===== src/rtl/ahb3lite_arbiter.sv =====
// Round-robin address-phase arbiter for several AHB3-Lite masters sharing one slave port.
// Tracks address-phase (gnt) and data-phase (dgnt) ownership; never switches inside a burst or lock.
module ahb3lite_arbiter #(
  parameter  int MASTERS  = 3,
  localparam int MID_SIZE = (MASTERS > 1) ? $clog2(MASTERS) : 1
) (
  input  logic                   HRESETn,
  input  logic                   HCLK,
  input  logic [MASTERS-1:0]     req_HSEL,
  input  logic [2*MASTERS-1:0]   req_HTRANS,
  input  logic [MASTERS-1:0]     req_HMASTLOCK,
  input  logic                   HREADY,
  output logic [MASTERS-1:0]     gnt,
  output logic [MID_SIZE-1:0]    gnt_id,
  output logic [MASTERS-1:0]     dgnt,
  output logic [MID_SIZE-1:0]    dgnt_id,
  output logic                   locked
);

  localparam logic [1:0] HTRANS_IDLE   = 2'b00;
  localparam logic [1:0] HTRANS_BUSY   = 2'b01;
  localparam logic [1:0] HTRANS_NONSEQ = 2'b10;
  localparam logic [1:0] HTRANS_SEQ    = 2'b11;

  logic [MASTERS-1:0]  request;
  logic [1:0]          owner_trans;
  logic                owner_sel;
  logic                owner_lock;
  logic                hold;
  logic                data_valid;
  logic [MID_SIZE-1:0] arb_id;
  logic [MID_SIZE-1:0] next_id;
  logic [MASTERS-1:0]  arb_gnt;
  logic                next_lock;

  always_comb begin
    for (int i = 0; i < MASTERS; i++) begin
      request[i] = req_HSEL[i] & (req_HTRANS[2*i +: 2] == HTRANS_NONSEQ);
    end
  end

  // Owner's bus signals, selected from the registered id rather than the one-hot vector
  always_comb begin
    owner_trans = HTRANS_IDLE;
    owner_sel   = 1'b0;
    owner_lock  = 1'b0;
    for (int i = 0; i < MASTERS; i++) begin
      if (gnt_id == MID_SIZE'(i)) begin
        owner_trans = req_HTRANS[2*i +: 2];
        owner_sel   = req_HSEL[i];
        owner_lock  = req_HMASTLOCK[i];
      end
    end
  end

  assign hold = (owner_sel & ((owner_trans == HTRANS_SEQ) | (owner_trans == HTRANS_BUSY)))
              | owner_lock;

  assign data_valid = owner_sel & ((owner_trans == HTRANS_NONSEQ) | (owner_trans == HTRANS_SEQ));

  // Scan owner+1 .. owner (wrapping); the current owner is seen last, so it parks when alone
  always_comb begin : arb_scan
    logic found;
    int   idx;
    arb_id = gnt_id;
    found  = 1'b0;
    idx    = 0;
    for (int k = 1; k <= MASTERS; k++) begin
      idx = int'(gnt_id) + k;
      if (idx >= MASTERS) idx = idx - MASTERS;
      if (!found && request[idx]) begin
        arb_id = MID_SIZE'(idx);
        found  = 1'b1;
      end
    end
  end

  assign next_id = hold ? gnt_id : arb_id;

  always_comb begin
    arb_gnt   = '0;
    next_lock = 1'b0;
    for (int i = 0; i < MASTERS; i++) begin
      if (arb_id == MID_SIZE'(i)) arb_gnt[i] = 1'b1;
      if (next_id == MID_SIZE'(i)) next_lock = req_HMASTLOCK[i];
    end
  end

  always_ff @(posedge HCLK or negedge HRESETn) begin
    if (!HRESETn) begin
      gnt     <= {{(MASTERS-1){1'b0}}, 1'b1};
      gnt_id  <= '0;
      dgnt    <= '0;
      dgnt_id <= '0;
      locked  <= 1'b0;
    end else if (HREADY) begin
      if (!hold) begin
        gnt    <= arb_gnt;
        gnt_id <= arb_id;
      end
      locked <= next_lock;
      if (data_valid) begin
        dgnt    <= gnt;
        dgnt_id <= gnt_id;
      end else begin
        dgnt    <= '0;
        dgnt_id <= '0;
      end
    end
  end

endmodule


===== config.mk =====
export PLATFORM = sky130hd
export DESIGN_NAME = ahb3lite_arbiter
export DESIGN_NICKNAME = d
export VERILOG_FILES = /design/src/rtl/ahb3lite_arbiter.sv
export SDC_FILE = /design/constraint.sdc
export NUM_CORES = 1
export LEC_CHECK = 0
export ABC_AREA = 1
export CAP_MARGIN = 30
export CORE_ASPECT_RATIO = 1.25
export CORE_UTILIZATION = 47
export CTS_CLUSTER_SIZE = 28
export DETAILED_ROUTE_END_ITERATION = 10
export PLACE_DENSITY = 0.85
export REMOVE_ABC_BUFFERS = 1
export SYNTH_ARGS = -nofsm -noshare
export SYNTH_HDL_FRONTEND = slang
export SYNTH_SLANG_ARGS = --single-unit

===== constraint.sdc =====
create_clock -name HCLK -period 2.6 [get_ports HCLK]
set_clock_uncertainty 0.05 [all_clocks]
set_input_delay 0.26 -clock HCLK [delete_from_list [all_inputs] [get_ports HCLK]]
set_output_delay 0.26 -clock HCLK [all_outputs]
set_load 0.05 [all_outputs]

==> impl_metrics.yaml, run 1 <==
run_status:
  status: "completed"
route:
  drc_errors: 0
  wl_met1_um: 1060
  firstDrtPassIters: 4
  vias_per_cell: 5.19
  wl_per_cell_um: 11.6
  drtIter0Drc: 24
  wl_met3_um: 91
  top_layer: "met4"
  route.antenna.remaining_nets: 0
  vias: 1007
  wl_um: 2250
  wl_met2_um: 1090
global_routing:
  antenna_found_initial: 0
  grt_pass1_wl_um: 3890
  grt_max_degree: 12
  grt.total_usage_pct: 22.1
  grt_pass1_vias: 943
  grt.overflow.total: 0
logic_synthesis:
  syn_area_per_cell_um2: 6.70
  synth_area_um2: 971
  syn_inst: 145
  synth_warnings: 0
  ys_ff_latch: 11
  seq_area_frac_synth_pct: 28.5
  synth_top_area_share_pct: 25.8
  yosysUniqueCellTypes: 25
  synth.area.top_cells: "dfrtp_1 (26%), nand2_1 (20%), nand3_1 (8.2%)"
  synth_top_area_cell: "dfrtp_1"
clock_network:
  htreeDepth: 1
  clock_path_buffers: 2
  post_cts_resized: 0
  cts_setup_buffers: 0
  numCtsBuffers: 3
  cts_root_buffer: "clkbuf_4"
  cts_sinks: 11
  cts.reportedPaths.clkPinSlew_ns: 0.07
  ctsHoldBuffers: 0
  clk_latency_ns: 0.26
  cts_tree: "yes"
power:
  power_frac_comb_pct: 77.0
  ir_worst_vdd_mv: 1.08
  clkPwrFrac_pct: 6.4
  power_leakage_uw: 0.000616
  power_switching_uw: 1030
  pwr-share-seq_pct: 16.6
  p_per_area_nw_per_um2: 1400
  swShare_pct: 57.4
  internal_power_uw: 760
  power_uw: 1790
worst_setup_path:
  crit_path_max_fanout: 8
  max_stage_delay_ns: 0.49
  worstPathArrival_ns: 2.44
  criticalPathCategory: "reg -> reg"
  endpoint_kind: "flop"
  timing.rr.end: "locked$_DFFE_PN0P_"
  rr_worst_depth: 16
  ff2ff_setup_slack_ns: 0.28
  start_kind: "flop"
  crit_path_frequent_cell: "nand2_1"
  r2r_start: "gnt_id[0]$_DFFE_PN0P_"
  cp_slowest_cell: "dfrtp_1"
  cp_cell_sequence: "inv_1, ha_1, inv_2, nand2_1, nand3_1, nand2_1, nor2_1, nand2_1, nand2_1, nand2_2, nand2_1, nand2_1, nand2_1, nand2_1, nand2_1, nand2_1"
  required_ns: 2.72
floorplan:
  rows: 18
  die_w_um: 42.7
  floorplan.initialDensity_pct: 49.6
  dieArea_um2: 2250
  io_pins: 26
  dieHeight_um: 52.8
  coreArea_um2: 1960
timing:
  worstMarginPinSlew_ns: 0.508
  fmax_mhz: 430
  setup-violations-final: 0
  slew_viol_final: 0
  hold_viol_final: 0
  tns_ns: 0
  period_share_pct: 89.4
  relSlewSlack_pct: 66.0
  rsz0062_at_grt: "false"
  period_needed_ns: 2.32
layout:
  final-seq-area_um2: 277
  drive_gt1_share_pct: 13.2
  syn2layout_area_growth_pct: 31.1
  fill_cells: 181
  fin_nets: 195
  antennaDiodeCount: 0
  multi_input_area_um2: 623
place:
  port_buffers: 25
  routabilityCongestion: 0.865
  dp_hpwl_um: 1830
flow_run:
  maxCapViolCount: 0
worst_hold_path:
  hp-class: "in -> async"
state kept, by name (all words and copies together), names as in the netlist:
register,cells
dgnt_id,2
dgnt,3
locked,1
gnt,3
gnt_id,2
layout make-up:
| cell class | instances | area share (%) |
|---|---|---|
| Multi-Input combinational cell | 115 | 49.0 |
| Sequential cell | 11 | 21.7 |
| Timing Repair Buffer | 25 | 19.7 |
| Inverter | 19 | 5.60 |
| Clock buffer | 4 | 2.06 |
| Tap cell | 20 | 1.97 |
layer usage:
metal | vias up | track usage [%]
li1 | 532 | -
met3 | 2 | 5.52
met1 | 451 | 29.7
met4 | 0 | 3.65
met5 | - | 0
met2 | 22 | 35.9
cells by family (layout without fill, tap and decap cells):
family,after synthesis,in the layout,share of synthesized area (%)
AO/OA/AOI/OAI,22,22,15.5
adder cells (fa/ha/maj),5,5,6.44
buffers and inverters,19,48,7.35
flip-flops,11,11,28.5
AND/OR/NAND/NOR,88,88,42.3
through the flow:
stage	instances	instance area [µm²]	utilization, %	worst slack [ns]	hold slack (ns)
finish	194	1270	64.9	0.276	0.268
global route	194	1270	64.9	0.00144	0.302
CTS	194	1270	64.9	0.273	0.284
detailed placement	190	1250	63.6	0.281	0.419
global placement	190	1250	63.6	0.324	0.418
floorplan	145	971	-	0.182	-0.0856
placed cells by master, fill, tap and decap left out, drive strengths merged:
cell	count
o21ai	14
ha	5
o211ai	1
clkinv	1
o31ai	2
clkbuf	4
inv	18
a21oi	4
nand3	19
nand2	58
nand4	3
a21boi	1
nand3b	1
dfrtp	10
dfstp	1
nor2	7
clkdlybuf4s50	25
cell usage after synthesis (all sizes together):
master / number
a21boi: 1
a21oi: 4
clkinv: 1
dfrtp: 10
dfstp: 1
ha: 5
inv: 18
nand2: 58
nand3: 19
nand3b: 1
nand4: 3
nor2: 7
o211ai: 1
o21ai: 14
o31ai: 2
critical path, delay by kind of cell, from the launching register on:
family / cells / cell delay (ns)
adder cells (fa/ha/maj): 1 / 0.42
AND/OR/NAND/NOR: 13 / 0.92
flip-flops: 1 / 0.49
buffers and inverters: 2 / 0.33
worst max-delay path by stage:
| stage | start | to | cells after the start |
|---|---|---|---|
| after floorplan | gnt_id[0]$_DFFE_PN0P_ | locked$_DFFE_PN0P_ | 16 |
| after global placement | gnt_id[0]$_DFFE_PN0P_ | locked$_DFFE_PN0P_ | 16 |
| after detailed placement | gnt_id[0]$_DFFE_PN0P_ | locked$_DFFE_PN0P_ | 16 |
| after CTS | gnt_id[0]$_DFFE_PN0P_ | locked$_DFFE_PN0P_ | 16 |
| after global routing | gnt_id[0]$_DFFE_PN0P_ | locked$_DFFE_PN0P_ | 16 |
| final | gnt_id[0]$_DFFE_PN0P_ | locked$_DFFE_PN0P_ | 16 |
power by group through the flow:
stage / clock network (µW) / registers, µW / logic (µW)
after floorplan: 0 / 483 / 869
after global placement: 0 / 293 / 1360
after detailed placement: 0 / 299 / 1370
after CTS: 116 / 298 / 1380
after global routing: 129 / 305 / 1550
final: 115 / 296 / 1380
Note: power is estimated with default switching activity, not from simulation.
==> inputs of run 2 (changes only) <==
Settings changed: CTS_BUF_LIST set to sky130_fd_sc_hd__clkbuf_4 sky130_fd_sc_hd__clkbuf_8 sky130_fd_sc_hd__clkbuf_16, RECOVER_POWER set to 100.
==> run 2 against run 1 <==
- largest cell class unchanged
- sequential power barely moved
- critical path type unchanged
- die area unchanged
- via count decreased by 0.89%
- non-clock buffer count did not move
- power is 2.0% lower
==> impl_metrics.yaml, run 2 (synthesis results as in run 1) <==
global_routing:
  grt_pass1_wl_um: 3890
  grt_max_degree: 12
  grt.overflow.total: 0
  antenna_found_initial: 0
  grt.total_usage_pct: 22.1
  grt_pass1_vias: 943
worst_hold_path:
  hp-class: "in -> async"
power:
  power_leakage_uw: 0.000643
  pwr-share-seq_pct: 16.8
  swShare_pct: 57.9
  internal_power_uw: 737
  power_switching_uw: 1010
  ir_worst_vdd_mv: 1.05
  p_per_area_nw_per_um2: 1390
  clkPwrFrac_pct: 7.2
  power_frac_comb_pct: 76.0
worst_setup_path:
  max_stage_delay_ns: 0.49
  crit_path_frequent_cell: "nand2_1"
  criticalPathCategory: "reg -> reg"
  crit_path_max_fanout: 8
  start_kind: "flop"
  cp_slowest_cell: "dfrtp_1"
  worstPathArrival_ns: 2.58
  endpoint_kind: "flop"
  required_ns: 2.76
  cp_cell_sequence: "inv_1, ha_1, inv_1, o21ai_2, o21ai_0, a21oi_4, inv_2, nand2_2, a21boi_1, nand2_1, nand2_1, nand2_1, nand2_1"
route:
  drc_errors: 0
  route.antenna.remaining_nets: 0
  wl_per_cell_um: 11.7
  wl_um: 2280
  firstDrtPassIters: 4
  drtIter0Drc: 22
  vias_per_cell: 5.14
  vias: 998
place:
  post_dp_cell_area_um2: 1250
  dp_hpwl_um: 1830
  placed_cells: 190
  port_buffers: 25
  routabilityCongestion: 0.865
timing:
  fmax_mhz: 413
  slew_viol_final: 0
  hold_viol_final: 0
  worstMarginPinSlew_ns: 0.516
  period_share_pct: 93.0
  period_needed_ns: 2.42
  relSlewSlack_pct: 65.5
  rsz0062_at_grt: "false"
  setup-violations-final: 0
  tns_ns: 0
clock_network:
  ctsHoldBuffers: 0
  cts.reportedPaths.clkPinSlew_ns: 0.07
  cts_setup_buffers: 0
  clock_path_buffers: 2
  cts_root_buffer: "clkbuf_4"
  post_cts_resized: 0
  numCtsBuffers: 3
  cts_tree: "yes"
  cts_sinks: 11
  htreeDepth: 1
  clk_latency_ns: 0.26
layout:
  instances_no_fill: 194
  final_cell_mix: "nand2_1 (53), nand3_1 (16), inv_1 (13), clkdlybuf4s50_1 (13), dlygate4sd3_1 (12)"
  fin_nets: 195
  stdcell_area_um2: 1260
  top_regs: "dgnt: 3 flops, gnt: 3 flops"
  final_common_cell: "nand2_1"
  fill_cells: 185
  antennaDiodeCount: 0
  drive_gt1_share_pct: 12.6
  syn2layout_area_growth_pct: 30.0
run_status:
  status: "completed"
floorplan:
  dieHeight_um: 52.8
  io_pins: 26
  dieArea_um2: 2250
  floorplan.initialDensity_pct: 49.6
  die_w_um: 42.7
  coreArea_um2: 1960
  rows: 18
flow_run:
  maxCapViolCount: 0
==> run 2: cell count changes in the layout (fill, tap and decap cells not counted), sizes merged <==
cell	previous run	this run
clkdlybuf4s50	25	13
dlygate4sd3	0	12
==> run 2: layer usage <==
layer / GRT usage, % / part of all wire (%) / vias up / routed length, µm
met3: 5.52 / 3.2 / 0 / 74
met4: 3.65 / 0 / 0 / 0
met1: 29.8 / 48 / 451 / 1100
li1: - / - / 530 / -
met2: 35.9 / 48 / 17 / 1100
met5: 0 / 0 / - / 0
==> run 2: path summary, 6_finish.rpt <==
path | from | end | slack, ns | cells past startpoint
min in group HCLK | dgnt_id[1]$_DFFE_PN0P_ | dgnt_id[1]$_DFFE_PN0P_ | 0.43 | 2
max reg2reg | gnt_id[0]$_DFFE_PN0P_ | locked$_DFFE_PN0P_ | 0.18 | 13
min | HRESETn | dgnt[0]$_DFFE_PN0P_ | 0.33 | 1
min reg2reg | dgnt_id[1]$_DFFE_PN0P_ | dgnt_id[1]$_DFFE_PN0P_ | 0.43 | 2
max in group asynchronous | HRESETn | gnt[0]$_DFFE_PN1P_ | 1.82 | 1
max | gnt_id[0]$_DFFE_PN0P_ | locked$_DFFE_PN0P_ | 0.18 | 13
==> run 2: per-stage QoR <==
stage	total power, µW	setup slack, ns	utilization, %	hold WS, ns
2_1_floorplan	1350	0.182	-	-0.0856
3_3_place_gp	1660	0.324	63.6	0.418
3_5_place_dp	1670	0.281	63.6	0.419
4_1_cts	1800	0.273	65.1	0.282
5_1_grt	1950	0.00528	64.4	0.368
6_report	1750	0.181	64.4	0.332
==> run 2: area by class of cell <==
cell class	count	area, µm²	share of cell area (%)
Multi-Input combinational cell	115	609	48.3
Sequential cell	11	277	21.9
Inverter	19	71.3	5.65
Tap cell	20	25.0	1.98
Timing Repair Buffer	25	250	19.8
Clock buffer	4	30.0	2.38
==> run 2: power by group through the flow <==
| stage | combinational, µW | sequential [µW] | clock, µW |
|---|---|---|---|
| 6_report | 1330 | 294 | 127 |
| 5_1_grt | 1500 | 302 | 139 |
| 4_1_cts | 1380 | 297 | 127 |
| 3_5_place_dp | 1370 | 299 | 0 |
| 3_3_place_gp | 1360 | 293 | 0 |
| 2_1_floorplan | 869 | 483 | 0 |
==> run 2: critical path, delay by kind of cell (launching register included) <==
kind	cells	cell delay, ns
AOI/OAI and AO/OA	4	0.75
DFF	1	0.49
buffers and inverters	3	0.47
adders and majority gates	1	0.31
and+or+nand+nor	5	0.28
==> inputs of run 3 (changes only) <==
Settings changed: CTS_CLUSTER_DIAMETER set to 150.
==> results of run 3 <==
Final layout, timing and power as in run 2 (identical DEF).
